$ cat src/rtl/gate_sweep_pkg.sv
// Shared types and constants for the gate truth-table sweeper.
// Imported by the controller and its settle timer.
package gate_sweep_pkg;

    typedef enum logic [2:0] {
        StIdle,
        StDrive,
        StWait,
        StSample,
        StFin
    } sweep_state_e;

    localparam int unsigned VEC_COUNT = 8;
    localparam int unsigned IDX_W     = $clog2(VEC_COUNT);
    localparam int unsigned CNT_W     = 4;

    localparam logic [VEC_COUNT-1:0] NOR3_TABLE = 8'h01;
    localparam logic [IDX_W-1:0]     LAST_IDX   = IDX_W'(VEC_COUNT - 1);
    localparam logic [IDX_W-1:0]     IDX_ONE    = IDX_W'(1);
    localparam logic [CNT_W-1:0]     CNT_ONE    = CNT_W'(1);

endpackage

$ cat src/rtl/gate_sweep_timer.sv
// Settle countdown: load a start value, decrement to zero, flag zero.
// Saturates at zero so a stray decrement never wraps.
module gate_sweep_timer
    import gate_sweep_pkg::*;
(
    input  logic             clk,
    input  logic             rst_n,
    input  logic             clr,
    input  logic             load,
    input  logic             dec,
    input  logic [CNT_W-1:0] load_val,
    output logic             zero
);

    logic [CNT_W-1:0] cnt_q;
    logic [CNT_W-1:0] cnt_d;

    always_comb begin
        cnt_d = cnt_q;
        if (clr) begin
            cnt_d = '0;
        end else if (load) begin
            cnt_d = load_val;
        end else if (dec && (cnt_q != '0)) begin
            cnt_d = cnt_q - CNT_ONE;
        end
    end

    always_ff @(posedge clk or negedge rst_n) begin
        if (!rst_n) begin
            cnt_q <= '0;
        end else begin
            cnt_q <= cnt_d;
        end
    end

    assign zero = (cnt_q == '0);

endmodule

$ cat src/rtl/gate_sweep_ctrl.sv
// Sweeps all eight input vectors of a 3-input gate, captures its truth table
// and compares it with the expected table.
module gate_sweep_ctrl
    import gate_sweep_pkg::*;
#(
    parameter int unsigned          SETTLE = 2,
    parameter logic [VEC_COUNT-1:0] EXP    = NOR3_TABLE
) (
    input  logic                 clk,
    input  logic                 rst_n,
    input  logic                 start,
    input  logic                 abort,
    output logic                 gate_a,
    output logic                 gate_b,
    output logic                 gate_c,
    input  logic                 gate_y,
    output logic                 busy,
    output logic                 done,
    output logic [VEC_COUNT-1:0] truth_table,
    output logic                 pass
);

    // Counter is loaded in DRIVE with SETTLE-1 so WAIT dwells exactly SETTLE cycles.
    localparam logic [CNT_W-1:0] SETTLE_LD = CNT_W'(SETTLE - 1);

    sweep_state_e state_q;
    sweep_state_e state_d;

    logic [IDX_W-1:0]     idx_q;
    logic [VEC_COUNT-1:0] table_q;
    logic                 pass_q;

    logic timer_load;
    logic timer_dec;
    logic timer_zero;
    logic sample_en;
    logic accept;
    logic abort_hit;

    always_ff @(posedge clk or negedge rst_n) begin
        if (!rst_n) begin
            state_q <= StIdle;
        end else begin
            state_q <= state_d;
        end
    end

    always_comb begin
        state_d = state_q;
        unique case (state_q)
            StIdle: begin
                if (start && !abort) begin
                    state_d = StDrive;
                end
            end
            StDrive: begin
                state_d = abort ? StIdle : StWait;
            end
            StWait: begin
                if (abort) begin
                    state_d = StIdle;
                end else if (timer_zero) begin
                    state_d = StSample;
                end
            end
            StSample: begin
                if (abort) begin
                    state_d = StIdle;
                end else if (idx_q == LAST_IDX) begin
                    state_d = StFin;
                end else begin
                    state_d = StDrive;
                end
            end
            StFin: begin
                state_d = StIdle;
            end
            default: begin
                state_d = StIdle;
            end
        endcase
    end

    always_comb begin
        busy       = 1'b0;
        done       = 1'b0;
        timer_load = 1'b0;
        timer_dec  = 1'b0;
        sample_en  = 1'b0;
        unique case (state_q)
            StIdle: begin
            end
            StDrive: begin
                busy       = 1'b1;
                timer_load = 1'b1;
            end
            StWait: begin
                busy      = 1'b1;
                timer_dec = 1'b1;
            end
            StSample: begin
                busy      = 1'b1;
                sample_en = 1'b1;
            end
            StFin: begin
                done = 1'b1;
            end
            default: begin
            end
        endcase
    end

    assign accept    = (state_q == StIdle) && start && !abort;
    assign abort_hit = busy && abort;

    // idx_q doubles as the registered gate vector: it only moves on entry to
    // DRIVE, and drops to zero on entry to FIN or IDLE.
    always_ff @(posedge clk or negedge rst_n) begin
        if (!rst_n) begin
            idx_q   <= '0;
            table_q <= '0;
            pass_q  <= 1'b0;
        end else if (accept || abort_hit) begin
            idx_q   <= '0;
            table_q <= '0;
            pass_q  <= 1'b0;
        end else if (sample_en) begin
            table_q[idx_q] <= gate_y;
            if (idx_q == LAST_IDX) begin
                idx_q <= '0;
            end else begin
                idx_q <= idx_q + IDX_ONE;
            end
        end else if (done) begin
            pass_q <= (table_q == EXP);
        end
    end

    gate_sweep_timer u_timer (
        .clk      (clk),
        .rst_n    (rst_n),
        .clr      (abort_hit),
        .load     (timer_load),
        .dec      (timer_dec),
        .load_val (SETTLE_LD),
        .zero     (timer_zero)
    );

    assign {gate_a, gate_b, gate_c} = idx_q;
    assign truth_table              = table_q;
    assign pass                     = pass_q;

endmodule

$ cat config.mk
export PLATFORM = sky130hd
export DESIGN_NAME = gate_sweep_ctrl
export DESIGN_NICKNAME = d
export VERILOG_FILES = /design/src/rtl/gate_sweep_pkg.sv /design/src/rtl/gate_sweep_timer.sv /design/src/rtl/gate_sweep_ctrl.sv
export SDC_FILE = /design/constraint.sdc
export NUM_CORES = 1
export LEC_CHECK = 0
export BUFFER_PORTS_ARGS = -buffer_cell sky130_fd_sc_hd__buf_2
export CAP_MARGIN = 25
export CORE_MARGIN = 4
export CORE_UTILIZATION = 58
export CTS_CLUSTER_DIAMETER = 80
export CTS_CLUSTER_SIZE = 30
export DETAILED_ROUTE_END_ITERATION = 8
export PLACE_DENSITY = 0.82
export SLEW_MARGIN = 25
export SYNTH_ARGS = -nofsm -noshare
export SYNTH_HDL_FRONTEND = slang
export SYNTH_SLANG_ARGS = --single-unit
export TNS_END_PERCENT = 20
$ cat constraint.sdc
create_clock -name clk -period 4.4 [get_ports clk]
set_clock_uncertainty 0.15 [all_clocks]
set_input_delay 1.1 -clock clk [delete_from_list [all_inputs] [get_ports clk]]
set_output_delay 1.1 -clock clk [all_outputs]
set_load 0.05 [all_outputs]
Yosys cells after proc, flatten, opt, wreduce, memory -nomap -nowiden
Index checks and enable logic that the tools add are counted.

word-level totals
  register bits after elaboration = 19
  bits of input ports = 5
  word-level logic and storage cells = 61

cells by class
  add/sub/neg operators = 2
  order comparisons = 2
  equality and inequality tests = 9
  muxes and demuxes = 26
  reduce and logical (&&, ||, !) cells = 17

operators with widths
  cell                                                         number
  two-way mux 3 bit                                            8
  two-way mux 8 bit                                            2
  two-way mux 4 bit                                            3
  one-hot mux 3 bit (4 select lines)                           1
  two-way mux 1 bit                                            9
  bitwise mux 8 bit                                            1
  == test 8 x 1 -> 1 bit (second input constant)               1
  == test 3 x 2 -> 1 bit (second input constant)               2
  == test 3 bit (second input constant)                        2
  logical AND 1 bit                                            6
  logical NOT 4 bit                                            1
  less-than comparator 3 x 4 -> 1 bit (second input constant)  1
  AND reduction 2 bit                                          2
  nonzero test 2 bit                                           2
  nonzero test 4 bit                                           1
  subtractor 4 x 1 -> 4 bit (second input constant)            1
  adder 3 x 1 -> 3 bit (second input constant)                 1
  demux 1 bit (select 3 bit)                                   1
  == test 3 x 1 -> 1 bit (second input constant)               1
  >= comparator 3 x 1 -> 1 bit (second input constant)         1
  logical NOT 3 bit                                            1
  != test 3 bit (second input constant)                        1
  nonzero test 3 bit                                           1
  OR reduction 3 bit                                           1
  5 further kinds                                              5

Depth between registers and ports, before layout
  word-level depth = 7
  depth in mapped cells = 5
  gate-level depth less buffers = 5

By module
Synthesis repeated with hierarchy kept, for this count alone.

second synthesis, totals
  cell total of the unflattened synthesis = 122
  area, all modules = 1142.3 µm²

modules (own cells, without submodules)
  module            times used  cells each  area each (µm²)  sequential area each (µm²)
  gate_sweep_ctrl   1           91          849.6            375.4
  gate_sweep_timer  1           31          292.8            100.1

Least setup slack after synthesis
Ideal clock, no wire load.

  kind = reg2out
  start point = reg state_q[0]
  end point = out busy
  arrival = 1.403 ns
  required time = 3.150 ns
  setup slack = 1.747 ns
  cell stages (with the launch flop) = 4
  path buffers = 1
  path through = dfrtp_1 clkbuf_1 nor2_1 nor2_1

between the ends
  longest elaborated chain between the ends = 3
  elaborated cells between the ends (all ways) = 5

RTL lines
  what                                                                     RTL line               RTL
  start: declaration                                                       gate_sweep_ctrl.sv:26  sweep_state_e state_q;
  start signal: assignment                                                 gate_sweep_ctrl.sv:42  state_q <= StIdle;
  start signal: assignment                                                 gate_sweep_ctrl.sv:44  state_q <= state_d;
  == test 3 x 2 -> 1 bit / == test 3 x 1 -> 1 bit (equally long branches)  gate_sweep_ctrl.sv:90  unique case (state_q)
  OR reduction 3 bit (no line) *                                           -
  two-way mux 1 bit *                                                      gate_sweep_ctrl.sv:90
  end: declaration                                                         gate_sweep_ctrl.sv:17  output logic busy,

Every way passes the cells marked *; elsewhere a longest branch is shown, timed or not.

Worst setup path after layout
  start point = reg state_q[1]
  end point = out done

between the ends
  longest elaborated chain between the ends = 2

RTL lines
  what               RTL line               RTL
  == test 3 bit      gate_sweep_ctrl.sv:90
  two-way mux 1 bit  gate_sweep_ctrl.sv:90
  end: declaration   gate_sweep_ctrl.sv:18  output logic done,

Every way passes these cells.

==> results.md <==
- First-pass GRT wire length: 3.60 mm
- Hold_sp: u_timer.cnt_q[1]$_DFFE_PN0P_
- Worst endpoint data arrival time: roughly 1.6 ns
- Synth warn: 0
- Post-DP HPWL: 1.54 mm
- Starting density of the core: 0.616
- Setup violations, final: 0
- Number of diodes: 0
- Net Switching: 0.000179 W
- Status: complete, no violations
- Worst R2R Start: state_q[1]$_DFFE_PN0P_
- Worst-Margin Slew: 0.910 ns
- Worst r2r dst: truth_table[2]$_DFFE_PN0P_
- DRC viols: 0
- CTS tree: built
- Mapped Nets: about 130
- Pre-antenna DRT Iters: 4
- CTS sink cnt: 19
- Net count, final: roughly 140
- Syn Area/Cell: slightly above 9 um2
- Area Growth Syn to Fin: 10.2%
- Pins Over Slew Limit: 0
- Hold Crit Depth: 2
- Critical Path RT: about 3.2 ns
- GRT Util Overall: 0.181
- Yosys cell types: 33
- Pwr dens: a little under 400 nW/um2
- WP buf/inv: 1
- Antenna viol nets, final: 0
- Tmin final: roughly 2.8 ns
- Achievable Freq: around 350 MHz
- Clock Power Share: 0.187
- Top fanout value on the critical path: 13
- Critical path, cell by cell: nor2_1 -> and2_1 -> buf_2
- Primary FF master, synth: dfrtp_1
- Die ar.: 2610 um2
- Setup TNS: 0 ns
- Fill count: between 100 and 150
- Mapped Area: 1080 um2
- Critical Path Start Type: flop
- Vias in the first global route: 834
- Grt ovf: 0
- Worst-Skew Late Latency: approximately 0.29 ns
- Peak supply drop: roughly 270 uV
- Count of hold-fix buffers inserted at cts: 0
- Io pins: 19
- Net Sw Frac: 0.389
- Setup repair bufs after CTS: 0
- Largest net degree at the start of global routing: 20
- Post-Syn Instances: between 100 and 150
- Via count: 921
- Hold Fails Final Rpt: 0
- Port-buffer cells: 18
- Crit. End Element: output port
- Comb power frac: 0.310
- Layout cells sized above 1: 0.186
- Leak pwr: 0.553 nW
- Critical path type: reg -> out
- R2r setup slk: 2.21 ns
- Site row count: 15
- Period utilization: 0.647
- Register-to-Register Path Depth: 3
- CP max stage cell: dfrtp_1
- Hold path endpoint: u_timer.cnt_q[1]$_DFFE_PN0P_
- Final wirelength: between 2 and 2.5 mm
- CTS buffer count: 3
- RSZ-0062 raised after global routing: no
- Die width: ~51 um
- Reg power frac: 0.503
- Post-synth EDFFs: 0
- CTS root buffer: clkbuf_4
- Die Y: just over 50 um
- Initial antenna violation count: 0
- Max-slew headroom: 0.393
- Hold WS: about 0.41 ns
- Kind of cell adding the most delay to the critical path: flip-flops
- CTS H-Tree Depth: 1
- Max Buffers Root-to-Sink: 2
- Hold/Removal Path Class: reg -> reg
- Post-DR vias/cell: 5.98
- Iter 0 DRT Violations: 26
- CTS resizes: 0
- Synth async-reset ratio: 1.00
- Gp weighted congestion: roughly 0.83
- # Max-Cap Violations: 0
- CTS clk-pin slew, worst paths: approximately 0.10 ns
- Synth Register Bits: 19
- Int Power: 0.000281 W
- Routed len/inst: 13.5 um
- Seq/Total Area, Yosys: 0.442
- CP max stage delay: between 0.5 and 0.6 ns
- CORE AREA: 1750 um2
==> metal layers <==
metal  track usage  routed length (um)  part of all wire  vias up
li1              -                   -                 -      450
met1         0.254                 942              0.45      444
met2         0.273                1010              0.48       25
met3        0.0292                 109             0.053        2
met4        0.0807                  19            0.0092        0
met5             0                   0                 0        -
==> power groups by stage <==
stage               Sequential, W  Combinational (W)  Clock (W)
detailed placement       0.000234           0.000144          0
CTS                      0.000230           0.000145  0.0000885
finish                   0.000231           0.000143  0.0000862
floorplan                0.000227           0.000119          0
global route             0.000237           0.000162  0.0000960
global placement         0.000231           0.000140          0
==> state kept, by name, indices dropped and copies added, names as in the netlist <==
name	flops
pass	1
idx_q	3
truth_table	8
state_q	3
u_timer.cnt_q	4
==> final cells by class <==
cell class	instances	area [um2]	area share
clock inverter	1	5.00	0.00422
inverter	3	11.3	0.00949
sequential	19	475	0.401
clock buffer	3	22.5	0.0190
tap	25	31.3	0.0264
timing repair buffer	18	90.1	0.0759
multi-input combinational	85	551	0.464
==> cell usage after synthesis (all sizes together) (3+ instances only) <==
cell	instances	area [um2]
dfrtp	19	475
a21oi	15	75.1
o21ai	10	50.1
nor2	7	26.3
nand3	6	30.0
clkbuf	5	18.8
buf	4	20.0
ha	4	50.1
inv	3	11.3
mux2i	3	30.0
nand2	3	11.3
nand2b	3	18.8
nand4	3	18.8
nor2b	3	18.8
or3	3	18.8
or4	3	22.5
==> worst register-to-register path, cell delays in order, from the launching register on <==
cell	delay, ns
dfrtp_1	0.53
or4b_1	0.55
a21oi_1	0.72
a21oi_1	0.10
==> kinds of logic (layout without fill, tap and decap cells) <==
kind of cell	Yosys count	count (layout)	synth area share
muxes	3	3	0.0279
DFF	19	19	0.442
AOI/OAI and AO/OA	30	30	0.153
adders and majority gates	4	4	0.0465
and+or+nand+nor	47	47	0.276
buffers and inverters	12	25	0.0465
xor gates and xnor gates	1	1	0.00814
==> through the flow <==
stage | setup WS (ns) | instance area [um2] | power, W | util | cells
global route | 1.39 | 1190 | 0.000495 | 0.680 | 154
finish | 1.55 | 1190 | 0.000460 | 0.680 | 154
CTS | 1.54 | 1190 | 0.000463 | 0.680 | 154
global placement | 1.55 | 1160 | 0.000371 | 0.664 | 150
detailed placement | 1.48 | 1160 | 0.000378 | 0.664 | 150
floorplan | 1.75 | 1080 | 0.000346 | - | 116
==> placed cells by master, fill, tap and decap left out, drive strengths merged <==
cell type   n
dfrtp      19
buf        18
a21oi      15
o21ai      10
nor2        7
nand3       6
ha          4
inv         3
nand2       3
nor2b       3
or4         3
mux2i       3
or3         3
nand2b      3
nand4       3
clkbuf      3
and2        2
o31ai       2
nor3b       2
nor4        2
nor4b       2
and4bb      1
or4bb       1
or4b        1
xnor2       1
nor3        1
or3b        1
a211oi      1
o211ai      1
nand3b      1
and4b       1
nand4b      1
a21bo       1
clkinv      1
==> worst max path at each step <==
stage                      startpoint                         end  cells after the start
2_1_floorplan  state_q[0]$_DFFE_PN0P_                        busy                      3
3_3_place_gp                    abort        idx_q[1]$_DFFE_PN0P_                      4
3_5_place_dp                    abort  truth_table[2]$_DFFE_PN0P_                      4
4_1_cts        state_q[1]$_DFFE_PN0P_                        done                      3
5_1_grt        state_q[0]$_DFFE_PN0P_                        done                      3
6_report       state_q[1]$_DFFE_PN0P_                        done                      3
No activity file was read; power rests on OpenSTA's default activity.
